<file path="src/rtl/ddr_req_scheduler.sv">
// Arbitrates the capture-side write requester and the read-back requester onto the MIG DDR2 app_* interface.
// Define DDR_SCHED_WR_PRIORITY_EN for strict write priority instead of burst-limited round-robin.
module ddr_req_scheduler #(
    parameter int ADDR_WIDTH         = 27,
    parameter int DATA_WIDTH         = 128,
    parameter int MAX_BURST          = 8,
    parameter int MAX_RD_OUTSTANDING = 16
) (
    input  logic                                        clk,
    input  logic                                        resetn,
    input  logic                                        init_calib_complete,
    input  logic                                        wr_req,
    input  logic [ADDR_WIDTH-1:0]                       wr_adx,
    input  logic [DATA_WIDTH-1:0]                       wr_data,
    output logic                                        wr_ack,
    input  logic                                        rd_req,
    input  logic [ADDR_WIDTH-1:0]                       rd_adx,
    output logic                                        rd_ack,
    output logic                                        app_en,
    output logic [2:0]                                  app_cmd,
    output logic [ADDR_WIDTH-1:0]                       app_addr,
    input  logic                                        app_rdy,
    output logic [DATA_WIDTH-1:0]                       app_wdf_data,
    output logic                                        app_wdf_wren,
    output logic                                        app_wdf_end,
    input  logic                                        app_wdf_rdy,
    input  logic                                        app_rd_data_valid,
    output logic [$clog2(MAX_RD_OUTSTANDING+1)-1:0]     rd_outstanding,
    output logic                                        busy
);

    localparam int CNT_W = $clog2(MAX_RD_OUTSTANDING + 1);

    typedef enum logic [1:0] {
        IDLE,
        ISSUE_WR,
        ISSUE_RD
    } state_t;

    state_t state;
    state_t next_state;

    logic wr_elig;
    logic rd_elig;
    logic grant_wr;
    logic grant_rd;
    logic cmd_acc;
    logic data_acc;
    logic cmd_done;
    logic data_done;

`ifndef DDR_SCHED_WR_PRIORITY_EN
    localparam int BURST_W = $clog2(MAX_BURST + 1);

    logic               last_wr;
    logic [BURST_W-1:0] burst_cnt;
    logic               keep_last;

    // burst_cnt == 0 only before the first grant, so the first tie goes to the write
    assign keep_last = (burst_cnt != '0) && (burst_cnt < BURST_W'(MAX_BURST));
`endif

    always_comb begin
        wr_elig  = init_calib_complete && wr_req;
        rd_elig  = init_calib_complete && rd_req &&
                   (rd_outstanding < CNT_W'(MAX_RD_OUTSTANDING));
        grant_wr = 1'b0;
        grant_rd = 1'b0;
        if (state == IDLE) begin
`ifdef DDR_SCHED_WR_PRIORITY_EN
            grant_wr = wr_elig;
            grant_rd = rd_elig && !wr_req;
`else
            if (wr_elig && rd_elig) begin
                grant_wr = keep_last ? last_wr : !last_wr;
                grant_rd = !grant_wr;
            end else begin
                grant_wr = wr_elig;
                grant_rd = rd_elig;
            end
`endif
        end
    end

    always_ff @(posedge clk or negedge resetn) begin
        if (!resetn) begin
            state <= IDLE;
        end else begin
            state <= next_state;
        end
    end

    always_comb begin
        next_state = state;
        case (state)
            IDLE: begin
                if (grant_wr) begin
                    next_state = ISSUE_WR;
                end else if (grant_rd) begin
                    next_state = ISSUE_RD;
                end
            end
            ISSUE_WR: begin
                if ((cmd_done || cmd_acc) && (data_done || data_acc)) begin
                    next_state = IDLE;
                end
            end
            ISSUE_RD: begin
                if (app_rdy) begin
                    next_state = IDLE;
                end
            end
            default: next_state = IDLE;
        endcase
    end

    // Command and write data are handshaken independently; each drops once accepted
    always_comb begin
        app_en       = ((state == ISSUE_WR) && !cmd_done) || (state == ISSUE_RD);
        app_cmd      = (state == ISSUE_RD) ? 3'b001 : 3'b000;
        app_wdf_wren = (state == ISSUE_WR) && !data_done;
        app_wdf_end  = app_wdf_wren;
        busy         = (state != IDLE);
        cmd_acc      = app_en && app_rdy;
        data_acc     = app_wdf_wren && app_wdf_rdy;
    end

    always_ff @(posedge clk or negedge resetn) begin
        if (!resetn) begin
            app_addr     <= '0;
            app_wdf_data <= '0;
            wr_ack       <= 1'b0;
            rd_ack       <= 1'b0;
            cmd_done     <= 1'b0;
            data_done    <= 1'b0;
        end else begin
            wr_ack <= grant_wr;
            rd_ack <= grant_rd;
            if (grant_wr) begin
                app_addr     <= wr_adx;
                app_wdf_data <= wr_data;
            end else if (grant_rd) begin
                app_addr <= rd_adx;
            end
            if (grant_wr || grant_rd) begin
                cmd_done  <= 1'b0;
                data_done <= 1'b0;
            end else if (state == ISSUE_WR) begin
                if (cmd_acc) begin
                    cmd_done <= 1'b1;
                end
                if (data_acc) begin
                    data_done <= 1'b1;
                end
            end
        end
    end

`ifndef DDR_SCHED_WR_PRIORITY_EN
    always_ff @(posedge clk or negedge resetn) begin
        if (!resetn) begin
            last_wr   <= 1'b0;
            burst_cnt <= '0;
        end else if (grant_wr || grant_rd) begin
            last_wr <= grant_wr;
            if (grant_wr != last_wr) begin
                burst_cnt <= BURST_W'(1);
            end else if (burst_cnt < BURST_W'(MAX_BURST)) begin
                burst_cnt <= burst_cnt + BURST_W'(1);
            end
        end
    end
`endif

    // Credits are reserved at grant time so the return buffer can never overflow
    always_ff @(posedge clk or negedge resetn) begin
        if (!resetn) begin
            rd_outstanding <= '0;
        end else if (grant_rd && !app_rd_data_valid) begin
            rd_outstanding <= rd_outstanding + CNT_W'(1);
        end else if (app_rd_data_valid && !grant_rd && (rd_outstanding != '0)) begin
            rd_outstanding <= rd_outstanding - CNT_W'(1);
        end
    end

endmodule

</file>
<file path="config.mk">
export PLATFORM = sky130hd
export DESIGN_NAME = ddr_req_scheduler
export DESIGN_NICKNAME = d
export VERILOG_FILES = /design/src/rtl/ddr_req_scheduler.sv
export SDC_FILE = /design/constraint.sdc
export NUM_CORES = 1
export LEC_CHECK = 0
export ABC_AREA = 1
export CAP_MARGIN = 10
export CORE_AREA = 4 4 138 140
export CTS_CLUSTER_SIZE = 20
export DETAILED_ROUTE_END_ITERATION = 7
export DIE_AREA = 0 0 142 144
export GPL_ROUTABILITY_DRIVEN = 0
export HOLD_SLACK_MARGIN = 0.1
export PLACE_DENSITY_LB_ADDON = 0.3
export SETUP_SLACK_MARGIN = 0.05
export SYNTH_ARGS = -nofsm -noshare
export SYNTH_HDL_FRONTEND = slang
export SYNTH_SLANG_ARGS = --single-unit
</file>
<file path="constraint.sdc">
create_clock -name clk -period 5.2 [get_ports clk]
set_input_delay 1.04 -clock clk [delete_from_list [all_inputs] [get_ports clk]]
set_output_delay 1.04 -clock clk [all_outputs]
set_load 0.1 [all_outputs]
</file>
Word level (Yosys, flattened, before mapping)
Index checks and enable logic that the tools add are counted.

word-level totals
  output and inout port bits = 169
  word-level logic and storage cells = 81
  input port bits = 190
  bits in registers = 171

cells by class
  muxes and demuxes = 23
  $add $sub $neg = 3
  reduce and logical (&&, ||, !) cells = 37
  order comparisons = 2
  eq/ne operators = 6

operators with widths
  operator                                              count
  two-way mux 27 bit                                    2
  nonzero test 2 bit                                    7
  logical AND 1 bit                                     13
  two-way mux 1 bit                                     12
  two-way mux 5 bit                                     2
  two-way mux 2 bit                                     4
  two-way mux 4 bit                                     2
  zero test 1 bit                                       6
  case mux 2 bit (3 select lines)                       1
  AND reduction 2 bit                                   3
  adder 5 x 1 -> 5 bit (second input constant)          1
  less-than comparator 5 bit (second input constant)    1
  nonzero test 5 bit                                    1
  subtractor 5 x 1 -> 5 bit (second input constant)     1
  adder 4 x 1 -> 4 bit (second input constant)          1
  logical OR 1 bit                                      4
  less-than comparator 4 bit (second input constant)    1
  inequality test 2 bit (second input constant)         2
  nonzero test 4 bit                                    1
  inequality test 3 bit (second input constant)         1
  AND reduction 3 bit                                   1
  equality test 2 x 1 -> 1 bit (second input constant)  1
  equality test 2 bit (second input constant)           1
  zero test 2 bit                                       1
  inequality test 1 bit                                 1

Depth between registers and ports, before layout
  depth after elaboration = 11
  depth in mapped cells = 19
  depth with buffers taken out = 19

Worst setup path before layout
No wires, ideal clock.

  path type = register to output
  start = reg state[0]
  end = out app_en
  required time = 4.160 ns
  cell stages (with the launch flop) = 2
  setup slack = 1.587 ns
  data arrival time = 2.573 ns
  buffers on the path = 0
  cells stage by stage = dfrtp_1 -> o21ai_0

between the ends
  word-level cells in the longest chain between the ends = 3
  elaborated cells between the ends (all ways) = 4
  those cells by class = eq/ne: 2; reduce/logical: 2

RTL lines
  what                          line  source
  start: declaration            40    state_t state;
  start signal: assignment      89    state <= next_state;
  equality test 2 x 1 -> 1 bit  119   app_en = ((state == ISSUE_WR) && !cmd_done) || (state == ISSUE_RD);
  logical AND 1 bit             119
  logical OR 1 bit *            119
  end: declaration              19    output logic app_en,

Mark *: on every way between the ends. The rest lies on a longest branch, timed or not.

Worst setup path in the final report
Ends and elaborated chain as after synthesis.

==> impl_metrics.tcl <==
set metrics [dict create \
    tns_ns 0 \
    skew_ns 0.0136 \
    cts_max_level 4 \
    cts_made_buffers 17 \
    start_kind "register" \
    finalWirelength_um 22000 \
    dr.pass1.iters 5 \
    yosys.area.top_type "dfrtp_1" \
    grt_pass1_vias 6396 \
    final_antenna_net_count 0 \
    slew_violations 0 \
    path_cells "inv_1 > nor2_1 > nand2_1 > o21ai_0 > clkdlybuf4s50_1" \
    portBuffers 356 \
    drt_iter0_markers 282 \
    hold_path.class "reg2reg" \
    setup_viol 0 \
    max_freq_mhz 278 \
    worst_ep_arrival_time_ns 2.55 \
    maxCapViolCount 0 \
    nNetsFinal 1377 \
    grt_max_degree 215 \
    critPathKind "reg2out" \
    pre_cts_ws_ns 1.96 \
    synth_edf_count 0 \
    grt_overflow 0 \
    insertion_delay_ns 0.42 \
    synth.most_common_cell "nand2_1" \
    ioPinCount 359 \
    grt_pass1_wl_um 33800 \
    tightest_slew_ns 1.07 \
    syn2layout_area_growth_pct 57.9 \
    cp_max_fo 5 \
    antenna_found_initial 1 \
    slowest_stage "clkdlybuf4s50_1" \
    critPathTopFamily "buffers and inverters" \
    maxSlewHeadroom 0.286 \
    cts_setup_buffers 0 \
    synth-seq-cells 171 \
    dp.cells 1391 \
    yosysUniqueCellTypes 23 \
    syn_area_mm2 0.00726 \
    cp.required_ns 4.16 \
    num_antenna_cells 0 \
    num_rows 49 \
    die_h_um 144 \
    fin_ws_ns 1.61 \
    synthArstFlopShare 1.00 \
    dp_hpwl_um 15500 \
    critPathMaxStageDelay_ns 1.25 \
    die_w_um 142 \
    outcome "complete, no violations" \
    routedWlPerCell_um 15.5 \
    yosysSeqAreaShare 0.589 \
    path_buf_inv 2 \
    postPlaceCellArea_mm2 0.0108 \
    ctsResizeCount 0 \
    drive_gt1_frac 0.0394 \
    hold_violations 0 \
    yosys_warnings 0 \
    fin_crit_ns 3.59 \
    synth_commonest_cells "446 x nand2_1, 171 x dfrtp_1, 47 x inv_1" \
    synth_cells 846 \
    clk_pin_slew_ns 0.07 \
    core_area_mm2 0.0178 \
    synthTopCellsByArea "dfrtp_1 59%, nand2_1 23%, inv_1 2.4%" \
    cts.sinks 171 \
    grt_util_all_layers 0.211 \
    cts_hold_buf 0 \
    dr_total_vias 6593 \
    start_util 0.407 \
    fin_crit_sh 0.691 \
    final_cells 1423 \
    clockBufferDepth 2 \
    syn_area_per_cell_um2 8.59 \
    synth_top_area_frac 0.589 \
    design_area_mm2 0.0115 \
    drc 0 \
    rsz0062_at_grt "no" \
    synthFlopType "dfrtp_1" \
    cts_tree "yes" \
    die-area_mm2 0.0204 \
    clockRootBuffer "clkbuf_16" \
    vias_per_cell 4.63 \
    end_kind "output pin" \
]
## worst reg2reg max path: stages (launching register included)
cell	delay, ns
dfrtp_1	0.41
inv_1	0.08
ha_1	0.19
nand2_1	0.09
nand3_1	0.07
nand2_1	0.10
nand2_2	0.09
nand3_4	0.10
buf_12	0.56
nand2_1	0.39
nand3_1	0.15
nand2_2	0.08
nand2_1	0.07
nand2_1	0.05
## per-layer routing
layer | up-vias | track usage | routed length [um]
met2 | 271 | 0.355 | 11100
li1 | 3276 | - | -
met3 | 29 | 0.0767 | 2040
met1 | 3015 | 0.256 | 8460
met4 | 2 | 0.0601 | 401
met5 | - | 0 | 12
## path summary, 6_finish.rpt
kind                            startpoint  slack, ns          endpoint  cells past startpoint
max                               state[0]       1.61            app_en                      5
min                        app_wdf_data[2]       0.48   app_wdf_data[2]                      2
max reg2reg                   burst_cnt[0]       2.67      burst_cnt[0]                     13
min reg2reg                app_wdf_data[2]       0.48   app_wdf_data[2]                      2
max in group asynchronous           resetn       3.58   app_wdf_data[6]                      2
min in group asynchronous           resetn       0.61  app_wdf_data[65]                      1
## registers in the layout, summed over array words and instances (netlist names)
| name | flops |
|---|---|
| last_wr | 1 |
| burst_cnt | 4 |
| app_wdf_data | 128 |
| state | 2 |
| rd_ack | 1 |
| wr_ack | 1 |
| data_done | 1 |
| rd_outstanding | 5 |
| cmd_done | 1 |
| app_addr | 27 |
## final cells by class
class	instances	area, um2
multi-input cells	580	2430
clock buffers	18	429
clock inverters	14	229
inverters	50	190
flip-flops and latches	171	4280
fillers	1455	6370
repair buffers	361	3630
well taps	229	287
## stage by stage
step            util  hold WS, ns
2_1_floorplan      -        0.464
3_3_place_gp   0.606        0.461
3_5_place_dp   0.606        0.464
4_1_cts        0.643        0.482
5_1_grt        0.643        0.499
6_report       0.643        0.478
## layout by cell type, fill, tap and decap left out
cell             count
a21oi_1              5
buf_12               2
buf_4                3
buf_6                1
bufinv_16            5
clkbuf_1             1
clkbuf_16           17
clkdlybuf4s50_1    355
clkinv_2             1
clkinv_4             1
clkinvlp_4           1
conb_1               2
dfrtp_1            171
fa_1                 1
ha_1                 5
inv_1               47
inv_2                2
inv_4                1
inv_6                4
inv_8                2
nand2_1            446
nand2_2              6
nand3_1             35
nand3_4              1
nand4_1              7
nor2_1               6
nor3_1               1
o21ai_0             35
o21ai_1             26
o31ai_1              1
xor2_1               3
## cells by family after synthesis
| kind of cell | share of synthesized area |
|---|---|
| AO/OA/AOI/OAI | 0.0465 |
| XOR/XNOR | 0.00362 |
| adder cells (fa/ha/maj) | 0.0114 |
| buffers and inverters | 0.0768 |
| flip-flops | 0.589 |
| other | 0.000516 |
| AND/OR/NAND/NOR | 0.272 |
Power is left out: the tool's default activity adds up to more than one toggle a clock period on the data nets, which glitch-free logic cannot reach.
